[src/rtl/word_byte_serializer_pkg.sv]
// Shared definitions for the word-to-byte serializer: FSM state encoding,
// default geometry and the lane-index width helper.
package word_byte_serializer_pkg;

  localparam int NBYTES_DEF = 4;
  localparam int BYTE_W_DEF = 8;

  typedef enum logic {
    ST_IDLE = 1'b0,
    ST_SEND = 1'b1
  } state_e;

  // A single-lane word still needs a 1-bit index so that port widths stay legal.
  function automatic int idx_width(input int nbytes);
    return (nbytes > 1) ? $clog2(nbytes) : 1;
  endfunction

endpackage

[src/rtl/word_byte_serializer_byte_lane_sel.sv]
// Combinational NBYTES:1 byte-lane multiplexer; lane 0 is the most significant byte.
// With BYTE_ORDER_SEL_EN defined, lsb_first mirrors the lane index before the mux.
module byte_lane_sel
  import word_byte_serializer_pkg::*;
#(
  parameter int NBYTES = NBYTES_DEF,
  parameter int BYTE_W = BYTE_W_DEF,
  localparam int IDX_W = idx_width(NBYTES),
  localparam int W     = NBYTES * BYTE_W
) (
  input  logic [W-1:0]      word,
  input  logic [IDX_W-1:0]  idx,
`ifdef BYTE_ORDER_SEL_EN
  input  logic              lsb_first,
`endif
  output logic [BYTE_W-1:0] lane_byte
);

  logic [BYTE_W-1:0] lanes [NBYTES];
  logic [IDX_W-1:0]  sel;

  genvar gi;
  generate
    for (gi = 0; gi < NBYTES; gi++) begin : g_lane
      assign lanes[gi] = word[W-1-gi*BYTE_W -: BYTE_W];
    end
  endgenerate

  always_comb begin
    sel = idx;
`ifdef BYTE_ORDER_SEL_EN
    if (lsb_first) begin
      sel = IDX_W'(NBYTES - 1) - idx;
    end
`endif
  end

  assign lane_byte = lanes[sel];

endmodule

[src/rtl/word_byte_serializer.sv]
// Serializes an NBYTES*BYTE_W word into a valid/ready byte stream, MSB lane first,
// with back-to-back word reload on the last byte. Optional macro: BYTE_ORDER_SEL_EN.
module word_byte_serializer
  import word_byte_serializer_pkg::*;
#(
  parameter int NBYTES = NBYTES_DEF,
  parameter int BYTE_W = BYTE_W_DEF
) (
  input  logic                     clk,
  input  logic                     reset,
  input  logic [NBYTES*BYTE_W-1:0] in_word,
  input  logic                     in_valid,
`ifdef BYTE_ORDER_SEL_EN
  input  logic                     in_lsb_first,
`endif
  output logic                     in_ready,
  output logic [BYTE_W-1:0]        out_byte,
  output logic                     out_valid,
  input  logic                     out_ready,
  output logic                     out_last,
  output logic                     busy
);

  localparam int W     = NBYTES * BYTE_W;
  localparam int IDX_W = idx_width(NBYTES);
  localparam logic [IDX_W-1:0] LAST_IDX = IDX_W'(NBYTES - 1);

  state_e           state_q, state_d;
  logic [IDX_W-1:0] idx_q, idx_d;
  logic [W-1:0]     word_q, word_d;
  logic             in_hs, out_hs;
  logic [BYTE_W-1:0] lane_byte;
`ifdef BYTE_ORDER_SEL_EN
  logic             order_q, order_d;
`endif

  always_ff @(posedge clk or posedge reset) begin
    if (reset) begin
      state_q <= ST_IDLE;
      idx_q   <= '0;
      word_q  <= '0;
`ifdef BYTE_ORDER_SEL_EN
      order_q <= 1'b0;
`endif
    end else begin
      state_q <= state_d;
      idx_q   <= idx_d;
      word_q  <= word_d;
`ifdef BYTE_ORDER_SEL_EN
      order_q <= order_d;
`endif
    end
  end

  byte_lane_sel #(
    .NBYTES (NBYTES),
    .BYTE_W (BYTE_W)
  ) u_lane_sel (
    .word      (word_q),
    .idx       (idx_q),
`ifdef BYTE_ORDER_SEL_EN
    .lsb_first (order_q),
`endif
    .lane_byte (lane_byte)
  );

  // in_ready may only rise in SEND on the final-lane handshake, so a reload never
  // disturbs a word that still has lanes left to emit.
  always_comb begin
    out_valid = (state_q == ST_SEND);
    busy      = (state_q == ST_SEND);
    out_last  = (state_q == ST_SEND) && (idx_q == LAST_IDX);
    in_ready  = (state_q == ST_IDLE) || (out_last && out_ready);
    in_hs     = in_valid && in_ready;
    out_hs    = out_valid && out_ready;
    out_byte  = out_valid ? lane_byte : '0;
  end

  always_comb begin
    state_d = state_q;
    idx_d   = idx_q;
    word_d  = word_q;
`ifdef BYTE_ORDER_SEL_EN
    order_d = order_q;
`endif
    case (state_q)
      ST_IDLE: begin
        if (in_hs) begin
          state_d = ST_SEND;
          idx_d   = '0;
          word_d  = in_word;
`ifdef BYTE_ORDER_SEL_EN
          order_d = in_lsb_first;
`endif
        end
      end
      ST_SEND: begin
        if (out_hs) begin
          if (idx_q != LAST_IDX) begin
            idx_d = idx_q + 1'b1;
          end else if (in_hs) begin
            idx_d  = '0;
            word_d = in_word;
`ifdef BYTE_ORDER_SEL_EN
            order_d = in_lsb_first;
`endif
          end else begin
            state_d = ST_IDLE;
            idx_d   = '0;
          end
        end
      end
      default: begin
        state_d = ST_IDLE;
        idx_d   = '0;
      end
    endcase
  end

endmodule

[config.mk]
export PLATFORM = sky130hd
export DESIGN_NAME = word_byte_serializer
export DESIGN_NICKNAME = d
export VERILOG_FILES = /design/src/rtl/word_byte_serializer_pkg.sv /design/src/rtl/word_byte_serializer_byte_lane_sel.sv /design/src/rtl/word_byte_serializer.sv
export SDC_FILE = /design/constraint.sdc
export NUM_CORES = 1
export LEC_CHECK = 0
export ABC_AREA = 1
export ABC_CLOCK_PERIOD_IN_PS = 1400
export CORE_ASPECT_RATIO = 0.6
export CORE_UTILIZATION = 48
export DETAILED_ROUTE_END_ITERATION = 8
export GPL_TIMING_DRIVEN = 1
export PLACE_DENSITY_LB_ADDON = 0.15
export SLEW_MARGIN = 20
export SYNTH_ARGS = -nofsm -noshare
export SYNTH_HDL_FRONTEND = slang
export SYNTH_SLANG_ARGS = --single-unit
[constraint.sdc]
create_clock -name clk -period 1.4 [get_ports clk]
set_input_delay 0.28 -clock clk [delete_from_list [all_inputs] [get_ports clk]]
set_output_delay 0.28 -clock clk [all_outputs]
set_load 0.03 [all_outputs]
# == Word-level counts from Yosys, hierarchy flattened ==
# Index checks and enable logic that the tools add are counted.
# totals
out_inout_bits,12
latchBits,0
word_cells,35
romBits,0
regBits,35
ramBits,0
mem_count,0
input_bits,36
# classes
shifts,0
n_div,0
n_mux,16
n_addsub,1
n_reduce_logical,7
n_eq_ne,5
n_mul,0
order_cmp,1
bitwise_logic,2
# op_table
op,n
$mux W32,3
$pmux W32 S2,1
$mux W8,3
$bmux W8 S2,1
$mux W2,3
$ne A2 B2 Y1 const B,3
$logic_and A1 B1 Y1,4
$pmux W2 S2,1
$reduce_and A2 Y1,2
$ge A3 B3 Y1 const B,1
$mux W1,3
$not A2 Y3,1
$add A2 B1 Y2 const B,1
$eq A2 B2 Y1 const B,1
$ne A2 B1 Y1 const B,1
$pmux W1 S2,1
$logic_or A1 B1 Y1,1
$not A1 Y1,1

# == Depth between registers and ports, before layout ==
# Gate-level depths: netlist of run 1.
# logic_depth
word_depth,9
ltp_mapped,7

# == By module ==
# From an unflattened synthesis of run 1, not the netlist that was laid out.
# hier_totals
hier_cells,272
hier_area_um2,1923.1
# by_module_without_submodules
module,cells_per_inst,area_per_inst_um2,n_inst,seq_area_each_um2
word_byte_serializer,178,1527.7,1,875.8
byte_lane_sel,94,395.4,1,0.0

# == Worst setup path before layout of run 1 ==
# No wires, ideal clock.
# synth_timing
path_kind,reg-to-output
from,"register state_q, in the netlist busy"
to,output port out_byte[0]
t_arrival_ns,1.320
path_stages_with_launch,3
slack_ns,-0.200
required_ns,1.120
path_cell_list,dfrtp_1 > inv_1 > a21oi_1
# synth_via
elab_chain_len,1
# synth_lines
item,line,rtl
"start, declared",word_byte_serializer.sv:28,"state_e state_q, state_d;"
"start signal, assigned",word_byte_serializer.sv:46,state_q <= state_d;
$mux W8,word_byte_serializer.sv:76,out_byte = out_valid ? lane_byte : '0;
"end, declared",word_byte_serializer.sv:17,"output logic [BYTE_W-1:0] out_byte,"
# Every way passes these cells.

# == Worst setup path in the final report of run 1 ==
# layout_timing
from,register idx_q[0]
to,output port out_byte[1]
# layout_via
elab_chain_len,5
# layout_lines
item,line,rtl
"start, declared",word_byte_serializer.sv:29,"logic [IDX_W-1:0] idx_q, idx_d;"
"start signal, assigned",word_byte_serializer.sv:47,idx_q <= idx_d;
$not A2 Y3 (implied by the code),word_byte_serializer_byte_lane_sel.sv:38,assign lane_byte = lanes[sel];
$bmux W8 S2,word_byte_serializer_byte_lane_sel.sv:38,
$mux W8 (implied by the code) (2 in series),word_byte_serializer_byte_lane_sel.sv:38,
$mux W8,word_byte_serializer.sv:76,
# Every way passes these cells. The select of a mux whose other input is x is not followed.

==> metrics, run 1 <==
starting DRC count in detailed routing=117; Die Span Y=50.1 um; worst skew pair latency=0.29 ns; diodes inserted=0; Synth Area per Inst=7.32 sq um; final cycle utilization of the critical path=1.21; Synth area leaders=dfrtp_1 (47%), nand2_1 (21%), nand3_1 (13%); PortBufs=47; CTS H-tree depth=2; Max-Cap Viols=0; Num Clock Sinks=35; Crit path max-delay family=flip-flops; Worst path slowest cell=dfrtp_2; Vias=1777; total gr overflow=0; worst hold path class=in2async; number of enable flip-flop cells after synthesis=0; row cnt=17; fin worst setup slack=-0.292 ns; fmax=0.591 GHz; CP Buf/Inv Count=2; Final min period=1.69 ns; post-synthesis cell count=253; worst rel slew slack=0.678; vias in the first global route=1549; final setup violation count=12; mapped cell area=1850 sq um; worst path required time=1.12 ns; I/O Pins=48; layout cells sized above 1=0.232; Synth async-reset ratio=1.00; largest net degree at the start of global routing=36; total length of routed wires=4730 um; fin. max-slew vios=0; DR WL/cell=13.4 um; Routed Antenna Nets=0; GP Congestion=0.852; initial antenna violation count=0; dpl hpwl=3210 um; Post-CTS Hold Fix Bufs=0; drt drc=0; worst path cell trace=buf_6, nand2_1, nand3_1, a21oi_2, buf_6; drt pass-1 iters=4; clk buf depth=2; ys flop type=dfrtp_1; die area=4120 sq um; area fraction of the dominant cell type after synthesis=0.473; CORE AREA=3680 sq um; crit path kind=reg2out; Final nets=342; design area=2710 sq um; sequential share of the synthesized area=0.473; Fin. Hold Viols=0; Area Overhead vs Synth=46.2%; clk root buf=clkbuf_8; post-synth top area cell=dfrtp_1; Seq cells post-synth=35; Placed Area=2420 sq um; CP Capture Type=output pin; clock skew=0.00705 ns; Vias/cell=5.03; CP Launch Type=register; Ys Warns=0; critical path peak fanout=5; first-pass GRT wire length=7220 um; CP max stage delay=0.47 ns; most common cell in the netlist=nand2_1; status=finished, violations left; Yosys cell types=13; most frequent CP cell=buf_6; violated checks=negative setup slack; Pleak=1.41 nW; clk slew on worst S/H paths=0.07 ns; CTS tree=built; GR Util All Layers=0.245; RSZ-0062 raised after global routing=true; CTS Buf Count=5; power consumption=0.00609 W; effective utilization at floorplan=0.503; Post-Syn Nets=290; die width=82.2 um; PD cells=2250 nW/um^2; reg2reg setup slack=-0.01 ns; Worst Path Arrival=1.41 ns; commonest cells in the netlist=nand2_1 (102), nand3_1 (48), inv_1 (37); largest vdd supply drop=1.65 mV; worst-margin pin slew=0.482 ns
==> routing by layer <==
metal | GRT usage | part of all wire | wire, um | vias up
met1 | 0.357 | 0.49 | 2310 | 841
met4 | 0.0906 | 0.017 | 79 | 0
met3 | 0.0815 | 0.066 | 312 | 8
met5 | 0 | 0 | 0 | -
li1 | - | - | - | 874
met2 | 0.333 | 0.43 | 2030 | 54
==> worst reg2reg max path: cells and delay by family, from the launching register on <==
family	cells	cell delay (ns)
flops	1	0.47
simple gates	4	0.31
fa+ha+maj	1	0.16
buf+inv	2	0.36
==> sequential cells by signal, indices dropped and copies added (netlist names) <==
register and count:
word_q 32, idx_q 2, busy 1
==> final timing paths <==
check | start | endpoint | cells past startpoint
max in group asynchronous | reset | busy | 3
setup reg to reg | idx_q[0] | word_q[6] | 7
hold / removal | reset | word_q[15] | 3
min in group clk | word_q[12] | word_q[12] | 2
setup / recovery | idx_q[0] | out_byte[1] | 5
hold reg to reg | word_q[12] | word_q[12] | 2
==> report_power, final <==
part           switching [W]  internal, W
Sequential          0.000300      0.00147
Clock               0.000362     0.000576
Combinational        0.00198      0.00139
==> timing repair <==
action / 4_1_cts / 5_1_grt
pin swaps: 3 / 9
setup buffers: 0 / 1
gates cloned: 0 / 1
setup endpoints to repair: 10 / 10
endpoints found under the hold margin: 0 / 0
gates resized for setup: 18 / 25
==> layout make-up <==
class,count,area [sq um]
clock buffer,6,82.6
clock inverter,2,35.0
fill,298,972
timing repair buffer,60,633
inverter,39,155
tap,47,58.8
sequential,35,880
multi-input combinational,164,863
==> placed cells by master, fill, tap and decap left out <==
master and n:
buf_6 12, dfrtp_2 3, buf_12 4, nand2_2 9
clkbuf_8 6, a21oi_2 6, buf_4 9, nand2_1 91
inv_1 37, nand3_1 37, a21oi_4 2, clkinvlp_4 1
nand3_2 11, bufinv_16 1, ha_4 1, dfrtp_1 32
nand2_4 4, clkinv_2 1, o21ai_0 3, clkdlybuf4s50_1 35
inv_6 1
==> logic make-up after synthesis <==
kind of cell / count (synthesis) / share of synthesized area
AOI/OAI and AO/OA: 11 / 0.0297
and+or+nand+nor: 152 / 0.349
adders and majority gates: 1 / 0.00676
DFF: 35 / 0.473
buffers and inverters: 54 / 0.142
==> metrics by stage <==
step                hold WS, ns  TNS (ns)  std cells  setup slack (ns)   util
floorplan                 0.425         0        253           0.00209      -
detailed placement        0.460    -0.736        343           -0.0366  0.657
global placement          0.456   -0.0470        343          -0.00800  0.657
global route              0.393     -5.20        353            -0.346  0.736
finish                    0.329     -2.55        353            -0.292  0.736
CTS                       0.338     -2.27        351            -0.247  0.708
No activity file was read; power rests on OpenSTA's default activity.
==> run 2: changes to the inputs <==
MAX_ROUTING_LAYER = met4   (was default)
==> metrics, run 2 (same netlist as run 1, synthesis figures left out) <==
total length of routed wires=4770 um; worst path required time=1.12 ns; clock skew=0.00712 ns; drt pass-1 iters=4; crit path kind=reg2out; PortBufs=47; row cnt=17; PD cells=2250 nW/um^2; commonest non-fill, non-tap cell in the layout=nand2_1; Cells after DPL=343; RSZ-0062 raised after global routing=true; fin. max-slew vios=0; RR Startpoint=idx_q[0]; Vias=1794; Placed Area=2420 sq um; GR Util All Layers=0.253; worst skew pair latency=0.29 ns; largest vdd supply drop=1.66 mV; Num Clock Sinks=35; Worst path slowest cell=dfrtp_2; reg2reg setup slack=0 ns; Crit path max-delay family=flip-flops; worst rel slew slack=0.684; I/O Pins=48; largest net degree at the start of global routing=36; GP Congestion=0.866; FF-to-FF path depth=7; Worst Setup SP=idx_q[0]; diodes inserted=0; most frequent CP cell=buf_6; worst-margin pin slew=0.474 ns; status=finished, violations left; CORE AREA=3680 sq um; Vias/cell=5.08; critical path peak fanout=5; CP max stage delay=0.47 ns; first-pass GRT wire length=7250 um; Fin. Hold Viols=0; final cycle utilization of the critical path=1.22; layout cells sized above 1=0.232; worst flop-to-flop path endpoint=word_q[6]; CTS H-tree depth=2; starting DRC count in detailed routing=108; Routed Antenna Nets=0; effective utilization at floorplan=0.503; Worst Path Arrival=1.42 ns; fin worst setup slack=-0.303 ns; CP Launch Type=register; non-filler instance count after layout=353; fin util=0.736; violated checks=negative setup slack; DR WL/cell=13.5 um; design area=2710 sq um; Max-Cap Viols=0; worst hold path class=in2async; final setup violation count=12; CTS Buf Count=5; Pleak=1.41 nW; initial antenna violation count=0; TNS Setup=-2.60 ns; fmax=0.587 GHz; vias in the first global route=1547; Top reg by flops=word_q; clk slew on worst S/H paths=0.07 ns; max reg flops=32; drt drc=0; die area=4120 sq um; most frequent cells in the layout=nand2_1 (91), nand3_1 (37), inv_1 (37); Post-CTS Hold Fix Bufs=0; Area Overhead vs Synth=46.2%; clk root buf=clkbuf_8; worst path cell trace=buf_6, nand2_1, nand3_1, a21oi_2, buf_6; clk buf depth=2; total gr overflow=0; Final nets=342; Final min period=1.70 ns; CTS tree=built; dpl hpwl=3210 um; die width=82.2 um; CP Buf/Inv Count=2; Die Span Y=50.1 um; CP Capture Type=output pin
==> run 2: timing repair <==
| item | in CTS | in global routing |
|---|---|---|
| setup endpoints to repair | 10 | 10 |
| buffers inserted | 0 | 1 |
| gates resized for setup | 18 | 25 |
| gates cloned | 0 | 1 |
| pin swaps | 3 | 9 |
==> run 2: worst max path at each step <==
stage / end / cells past startpoint
floorplan: out_byte[0] / 5
global placement: word_q[16] / 7
detailed placement: idx_q[0] / 5
CTS: out_byte[6] / 5
global route: out_byte[1] / 5
finish: out_byte[1] / 5
==> run 2: worst register-to-register path, delay by kind of cell (launching register included) <==
family / cells / cell delay, ns
adder cells (fa/ha/maj): 1 / 0.16
buffers and inverters: 2 / 0.36
flip-flops: 1 / 0.47
AND/OR/NAND/NOR: 4 / 0.31
==> run 2: layout make-up <==
class                           count  area (sq um)
Tap cell                           47          58.8
Timing Repair Buffer               60           633
Sequential cell                    35           880
Clock buffer                        6          82.6
Clock inverter                      2          35.0
Fill cell                         298           972
Multi-Input combinational cell    164           863
Inverter                           39           155
==> run 2: stage by stage <==
stage	total power, W	hold WS (ns)	setup WS [ns]
after floorplan	0.00373	0.425	0.00209
after global placement	0.00454	0.456	-0.00800
after detailed placement	0.00459	0.460	-0.0366
after CTS	0.00576	0.338	-0.247
after global routing	0.00652	0.393	-0.346
final	0.00610	0.321	-0.303
==> run 2: per-layer routing <==
metal  GRT usage  routed length, um  part of all wire  up-vias
met2       0.331               2000              0.42       64
met4      0.0906                122             0.026        0
met5           -                  0                 0        -
met3      0.0815                348             0.073       14
met1       0.362               2300              0.48      842
li1            -                  -                 -      874
==> run 2: report_power, final <==
| part | switching [W] | internal (W) | total [W] | leakage, nW |
|---|---|---|---|---|
| combinational | 0.00199 | 0.00139 | 0.00338 | 0.917 |
| sequential | 0.000301 | 0.00147 | 0.00178 | 0.431 |
| clock | 0.000366 | 0.000576 | 0.000942 | 0.0612 |
| total | 0.00265 | 0.00345 | 0.00610 | 1.41 |
